==> config.mk <==
export PLATFORM = sky130hd
export DESIGN_NAME = cardjitsu_round_ctrl
export DESIGN_NICKNAME = d
export VERILOG_FILES = /design/src/rtl/cardjitsu_round_ctrl.sv
export SDC_FILE = /design/constraint.sdc
export NUM_CORES = 1
export LEC_CHECK = 0
export ABC_AREA = 1
export CORE_MARGIN = 2
export CORE_UTILIZATION = 30
export DETAILED_ROUTE_END_ITERATION = 8
export SETUP_SLACK_MARGIN = 0.02
export SKIP_LAST_GASP = 1
export SYNTH_ARGS = -nofsm -noshare
export SYNTH_HDL_FRONTEND = slang
export SYNTH_SLANG_ARGS = --single-unit
==> constraint.sdc <==
create_clock -name clk -period 3.6 [get_ports clk]
set_input_delay 0.72 -clock clk [delete_from_list [all_inputs] [get_ports clk]]
set_output_delay 0.72 -clock clk [all_outputs]
set_load 0.02 [all_outputs]
==> src/rtl/cardjitsu_round_ctrl.sv <==
`default_nettype none
// cardjitsu_round_ctrl: debounces the element buttons, draws an LFSR CPU card, resolves rounds,
// keeps score and sequences the LED reveal/result display.  Rev 1.0
module cardjitsu_round_ctrl #(
  parameter int DEBOUNCE_CYCLES = 16,
  parameter int SHOW_CYCLES     = 32,
  parameter int WIN_SCORE       = 3
) (
  input  logic       clk,
  input  logic       rst,
  input  logic       btn_0,
  input  logic       btn_1,
  input  logic       btn_2,
  input  logic [3:0] sw,
  output logic [3:0] leds,
  output logic       led6_r,
  output logic       led6_g,
  output logic       led6_b
);

  localparam int DB_W = (DEBOUNCE_CYCLES > 1) ? $clog2(DEBOUNCE_CYCLES) : 1;
  localparam int TM_W = (SHOW_CYCLES > 1) ? $clog2(SHOW_CYCLES) : 1;
  localparam logic [DB_W-1:0] DB_LAST = DB_W'(DEBOUNCE_CYCLES - 1);
  localparam logic [TM_W-1:0] TM_LAST = TM_W'(SHOW_CYCLES - 1);
  localparam logic [1:0] WIN_PTS  = 2'(WIN_SCORE);
  localparam logic [1:0] EL_FIRE  = 2'd0;
  localparam logic [1:0] EL_WATER = 2'd1;
  localparam logic [1:0] EL_SNOW  = 2'd2;
  localparam logic [2:0] RGB_OFF  = 3'b000;
  localparam logic [2:0] RGB_RED  = 3'b100;
  localparam logic [2:0] RGB_GRN  = 3'b010;
  localparam logic [2:0] RGB_BLU  = 3'b001;
  localparam logic [2:0] RGB_YEL  = 3'b110;

  typedef enum logic [2:0] {
    ST_IDLE   = 3'd0,
    ST_ARMED  = 3'd1,
    ST_REVEAL = 3'd2,
    ST_RESULT = 3'd3,
    ST_OVER   = 3'd4
  } state_t;

  typedef enum logic [1:0] {
    OUT_TIE  = 2'd0,
    OUT_WIN  = 2'd1,
    OUT_LOSS = 2'd2
  } outcome_t;

  logic [2:0]      btn_s1, btn_s2, btn_db, btn_db_q;
  logic [3:0]      sw_s1, sw_s2;
  logic [7:0]      lfsr;
  state_t          state;
  logic [TM_W-1:0] timer;
  logic [1:0]      p_score, c_score, p_next, c_next;
  logic [1:0]      p_elem, c_elem, press_elem, cpu_elem_now;
  logic [3:0]      p_pow, c_pow;
  logic [2:0]      rgb, press_ev;
  logic            press;
  outcome_t        outcome;

  always_ff @(posedge clk or posedge rst) begin
    if (rst) begin
      btn_s1   <= '0;
      btn_s2   <= '0;
      sw_s1    <= '0;
      sw_s2    <= '0;
      btn_db_q <= '0;
      lfsr     <= 8'hA5;
    end else begin
      btn_s1   <= {btn_2, btn_1, btn_0};
      btn_s2   <= btn_s1;
      sw_s1    <= sw;
      sw_s2    <= sw_s1;
      btn_db_q <= btn_db;
      lfsr     <= {lfsr[6:0], lfsr[7] ^ lfsr[5] ^ lfsr[4] ^ lfsr[3]};
    end
  end

  // The debounced level flips on the DEBOUNCE_CYCLES-th consecutive differing sample.
  for (genvar i = 0; i < 3; i++) begin : g_debounce
    logic [DB_W-1:0] cnt;
    logic            db;
    always_ff @(posedge clk or posedge rst) begin
      if (rst) begin
        cnt <= '0;
        db  <= 1'b0;
      end else if (btn_s2[i] != db) begin
        if (cnt == DB_LAST) begin
          cnt <= '0;
          db  <= btn_s2[i];
        end else begin
          cnt <= cnt + 1'b1;
        end
      end else begin
        cnt <= '0;
      end
    end
    assign btn_db[i] = db;
  end

  assign press_ev     = btn_db & ~btn_db_q;
  assign press        = |press_ev;
  assign cpu_elem_now = (lfsr[1:0] == 2'd3) ? EL_FIRE : lfsr[1:0];

  always_comb begin
    press_elem = EL_SNOW;
    if (press_ev[0])      press_elem = EL_FIRE;
    else if (press_ev[1]) press_elem = EL_WATER;
  end

  always_comb begin
    outcome = OUT_TIE;
    if (p_elem == c_elem) begin
      if (p_pow > c_pow)      outcome = OUT_WIN;
      else if (p_pow < c_pow) outcome = OUT_LOSS;
    end else if ((p_elem == EL_FIRE  && c_elem == EL_SNOW)  ||
                 (p_elem == EL_SNOW  && c_elem == EL_WATER) ||
                 (p_elem == EL_WATER && c_elem == EL_FIRE)) begin
      outcome = OUT_WIN;
    end else begin
      outcome = OUT_LOSS;
    end
  end

  assign p_next = p_score + 2'(outcome == OUT_WIN);
  assign c_next = c_score + 2'(outcome == OUT_LOSS);

  function automatic logic [2:0] elem_rgb(input logic [1:0] e);
    case (e)
      EL_WATER: return RGB_BLU;
      EL_SNOW:  return RGB_GRN;
      default:  return RGB_RED;
    endcase
  endfunction

  function automatic logic [2:0] outcome_rgb(input outcome_t o);
    case (o)
      OUT_WIN:  return RGB_GRN;
      OUT_LOSS: return RGB_RED;
      default:  return RGB_YEL;
    endcase
  endfunction

  // Outputs are loaded together with the state they belong to, so they track the state exactly.
  always_ff @(posedge clk or posedge rst) begin
    if (rst) begin
      state   <= ST_IDLE;
      timer   <= '0;
      p_score <= '0;
      c_score <= '0;
      p_elem  <= '0;
      p_pow   <= '0;
      c_elem  <= '0;
      c_pow   <= '0;
      leds    <= '0;
      rgb     <= RGB_OFF;
    end else begin
      unique case (state)
        ST_IDLE: begin
          leds <= {p_score, c_score};
          rgb  <= RGB_OFF;
          if (btn_db == 3'b000) begin
            state <= ST_ARMED;
            leds  <= sw_s2;
          end
        end
        ST_ARMED: begin
          leds <= sw_s2;
          rgb  <= RGB_OFF;
          if (press) begin
            state  <= ST_REVEAL;
            timer  <= '0;
            p_elem <= press_elem;
            p_pow  <= sw_s2;
            c_elem <= cpu_elem_now;
            c_pow  <= lfsr[7:4];
            leds   <= lfsr[7:4];
            rgb    <= elem_rgb(cpu_elem_now);
          end
        end
        ST_REVEAL: begin
          if (timer == TM_LAST) begin
            state   <= ST_RESULT;
            timer   <= '0;
            p_score <= p_next;
            c_score <= c_next;
            leds    <= {p_next, c_next};
            rgb     <= outcome_rgb(outcome);
          end else begin
            timer <= timer + 1'b1;
          end
        end
        ST_RESULT: begin
          if (timer == TM_LAST) begin
            timer <= '0;
            if (p_score == WIN_PTS || c_score == WIN_PTS) begin
              state <= ST_OVER;
              leds  <= (p_score == WIN_PTS) ? 4'hF : 4'h0;
              rgb   <= (p_score == WIN_PTS) ? RGB_GRN : RGB_RED;
            end else begin
              state <= ST_IDLE;
              leds  <= {p_score, c_score};
              rgb   <= RGB_OFF;
            end
          end else begin
            timer <= timer + 1'b1;
          end
        end
        ST_OVER: begin
          if (press) begin
            state   <= ST_IDLE;
            p_score <= '0;
            c_score <= '0;
            leds    <= 4'h0;
            rgb     <= RGB_OFF;
          end
        end
        default: begin
          state <= ST_IDLE;
        end
      endcase
    end
  end

  assign {led6_r, led6_g, led6_b} = rgb;

endmodule
`default_nettype wire

==> results.md <==
* TritonCTS buffer count at 9
* Crit end category: primary output
* Seq/Total Area, Yosys at 0.5384
* Std cell rows at 38
* Crit path launch type: register
* Worst EP required at 2880 ps
* Sw Ratio at 0.3519
* Die height at 109.0 um
* Proportion of layout cells with a drive suffix above 1 at 0.1030
* Placed Cells incl. Taps at 522
* Maximum clock frequency at 495.3 MHz
* Clock Latency Late Sink at 340 ps
* Most Crowded Layer GR: met2
* Core ar. at 0.01079 mm2
* GP Congestion at 0.8433
* Num ports at 16
* DIE AREA at 0.01189 mm2
* Tcrit/Tclk final at 0.5608
* Synth cell count leaders: nand2_1 (103), dfrtp_1 (67), inv_1 (42)
* Leading area contributor after synthesis: dfrtp_1
* Outcome: complete, no violations
* Post-synth ARST share at 1.000
* Post-synthesis adder-cell area fraction at 0.05671
* Final instance area at 0.003777 mm2
* CP Class: register to primary output
* Vias per std cell at 4.405
* Mapped Nets at 393
* Pwr Density at 560.2 mW/mm2
* Starting Density at 0.3066
* Crit-path slowest cell: clkdlybuf4s50_1
* WP buf/inv at 1
* Post-synthesis mux area share at 0.006805
* Psw at 0.7447 mW
* Clk sinks at 71
* Initial antenna violation count at 0
* Post-Syn Instances at 369
* Share of the synthesized area in the top cell type at 0.5066
* Finished Layout Cells at 538
* Synth Area in Simple Gates at 0.2363
* Reg power frac at 0.457
* Worst-path maximum fanout at 2
* Distinct cells, synth at 26
* H-tree levels at 3
* # resized after CTS at 0
* Static Leak at 1.889 nW
* Actual slew at the worst max-slew pin at 504.0 ps
* Met1 Use GR at 0.1679
* Max Cap Viol at 0
* CP peak stage delay at 600 ps
* Vias in the first global route at 2337
* Crit path time final at 2019 ps
* Die Wd at 109.0 um
* Area post-placement at 0.003625 mm2
* Final Hold Fails at 0
* Hold crit path type: register to register
* Post-CTS setup buffers at 0
* Total GRT Usage at 0.1197
* Global route overflow at 0
* Skew final at 9.201 ps
* First-pass GRT wire length at 10.91 mm
* CTS tree: yes
* Hold depth at 0
* R2R cell count at 15
* DRT antenna net count at 0
* Setup Total Neg Slack at 0 ps
* CP arrival at 1300 ps
* Mean Syn Cell Area at 8.969 um2
* Post-synth EDFFs at 0
* Mapped cell area at 0.003309 mm2
* Final #Nets at 417
* Maximum clock path buffer count at 2
* Final slew viol count at 0
* IO Port Bufs at 15
* XOR/XNOR Fraction of Synth Area at 0.03705
* WL per Instance at 11.29 um
* DRT iter0 DRCs at 131
* Slew HR at 0.6635
* Clk pin slew, worst setup/hold paths at 70 ps
* P&R area growth vs syn at 14.14%
* Unrepaired setup endpoints after global routing: no
* Logic pwr share at 0.293
* Largest net degree at the start of global routing at 50
* #FFs+latches synth at 71
* CTS root buf: clkbuf_8
* Drt pass-1 iters at 4
* Critical path depth at 1
* Yosys Warn Count at 0
* Top FF cell, synth: dfrtp_1
* Peak supply drop at 0.2817 mV
* Clock power frac at 0.250
* Compound-Gate Fraction of Synth Area at 0.06049
* Top-count cell post-synth: nand2_1
* Final setup violation count at 0
* DRC at 0
* Number of inserted diodes at 0
* Power Total at 2.116 mW
* Cts hold-fix bufs at 0
* Critical Path, Cell by Cell: clkdlybuf4s50_1
* Post-DP HPWL at 4.366 mm
* GR Util met2 at 0.1739
* Via Count at 2370
* Routed WL at 6.074 mm
* Internal power at 1.371 mW
* Top post-synthesis cells by area: dfrtp_1 (51%), nand2_1 (12%), ha_1 (5.7%)
* Family with the most delay on the worst path: buffers and inverters
* Fillcell total at 1090
* GR Layer Usage met3 at 0.03586
* Largest family of logic cells by synthesized area: simple AND/OR/NAND/NOR gates
cells by family after synthesis:
kind of cell             after synthesis
buffers and inverters                 51
flip-flops                            71
AO/OA/AOI/OAI                         38
multiplexers                           2
AND/OR/NAND/NOR                      178
adder cells (fa/ha/maj)               15
XOR/XNOR                              14
area by class of cell:
type,count,area [um2],share of cell area
inverters,48,182.7,0.04836
well taps,140,175.2,0.04637
repair buffers,16,170.2,0.04505
clock buffers,14,142.6,0.03776
flip-flops and latches,71,1782,0.4717
clock inverters,2,10.01,0.002650
multi-input cells,247,1315,0.3481
state kept, by name, summed over array words and instances, names as in the netlist:
| signal | flops |
|---|---|
| leds | 4 |
| sw_s2 | 4 |
| c_pow | 4 |
| p_elem | 2 |
| btn_db_q | 3 |
| g_debounce.cnt | 12 |
| timer | 5 |
| g_debounce.db | 3 |
| state | 3 |
| sw_s1 | 4 |
| p_pow | 4 |
| p_score | 2 |
| c_elem | 2 |
| lfsr | 8 |
| rgb | 3 |
| btn_s1 | 3 |
| c_score | 2 |
| btn_s2 | 3 |
placed cells by master (no fill, tap or decap):
master,netlist,routed
mux2_2,2,2
xnor2_1,8,8
ha_1,15,15
nand3_1,18,18
o21ai_0,27,27
xor2_1,6,6
dfstp_2,4,4
clkbuf_8,0,9
inv_1,42,41
o22ai_1,2,2
buf_12,0,1
clkbuf_1,0,5
nand4_1,5,5
nor2_2,2,2
nand2_1,103,103
inv_2,5,6
o211ai_2,1,1
nand2_2,5,5
nor2_1,37,37
o21ai_1,4,4
or2_2,1,1
nand3_4,1,1
dfrtp_1,67,67
clkdlybuf4s50_1,0,15
nand2_4,3,3
inv_4,1,1
clkinv_2,0,2
nor2_4,3,3
a21oi_1,4,4
power groups by stage:
stage	sequential [mW]	clock (mW)	combinational [mW]
after floorplan	0.999	0	0.440
after global placement	0.978	0	0.609
after detailed placement	0.978	0	0.626
after CTS	0.965	0.555	0.625
after global routing	0.977	0.588	0.733
final	0.966	0.530	0.620
path summary, 6_finish.rpt:
path | end | from | slack, ps
setup / recovery | leds[3] | leds[3] | 1580
hold / removal | sw_s2[3] | sw_s1[3] | 350
setup reg to reg | leds[3] | p_pow[3] | 1610
hold reg to reg | sw_s2[3] | sw_s1[3] | 350
max in group asynchronous | lfsr[5] | rst | 2200
min in group asynchronous | g_debounce[0].db | rst | 720
through the flow:
stage	utilization	worst slack, ps	hold WS, ps
6_report	0.3500	1581	351.3
5_1_grt	0.3500	1377	359.1
4_1_cts	0.3500	1555	355.2
3_5_place_dp	0.3358	1627	337.8
3_3_place_gp	0.3358	1653	332.0
2_1_floorplan	-	1090	331.2
layer usage:
layer  routed length (um)  vias to the layer above
met4                   97                        0
li1                     -                     1200
met2                 2535                       42
met1                 3131                     1118
met3                  310                       10
met5                    0                        -
No activity file was read; power rests on OpenSTA's default activity.
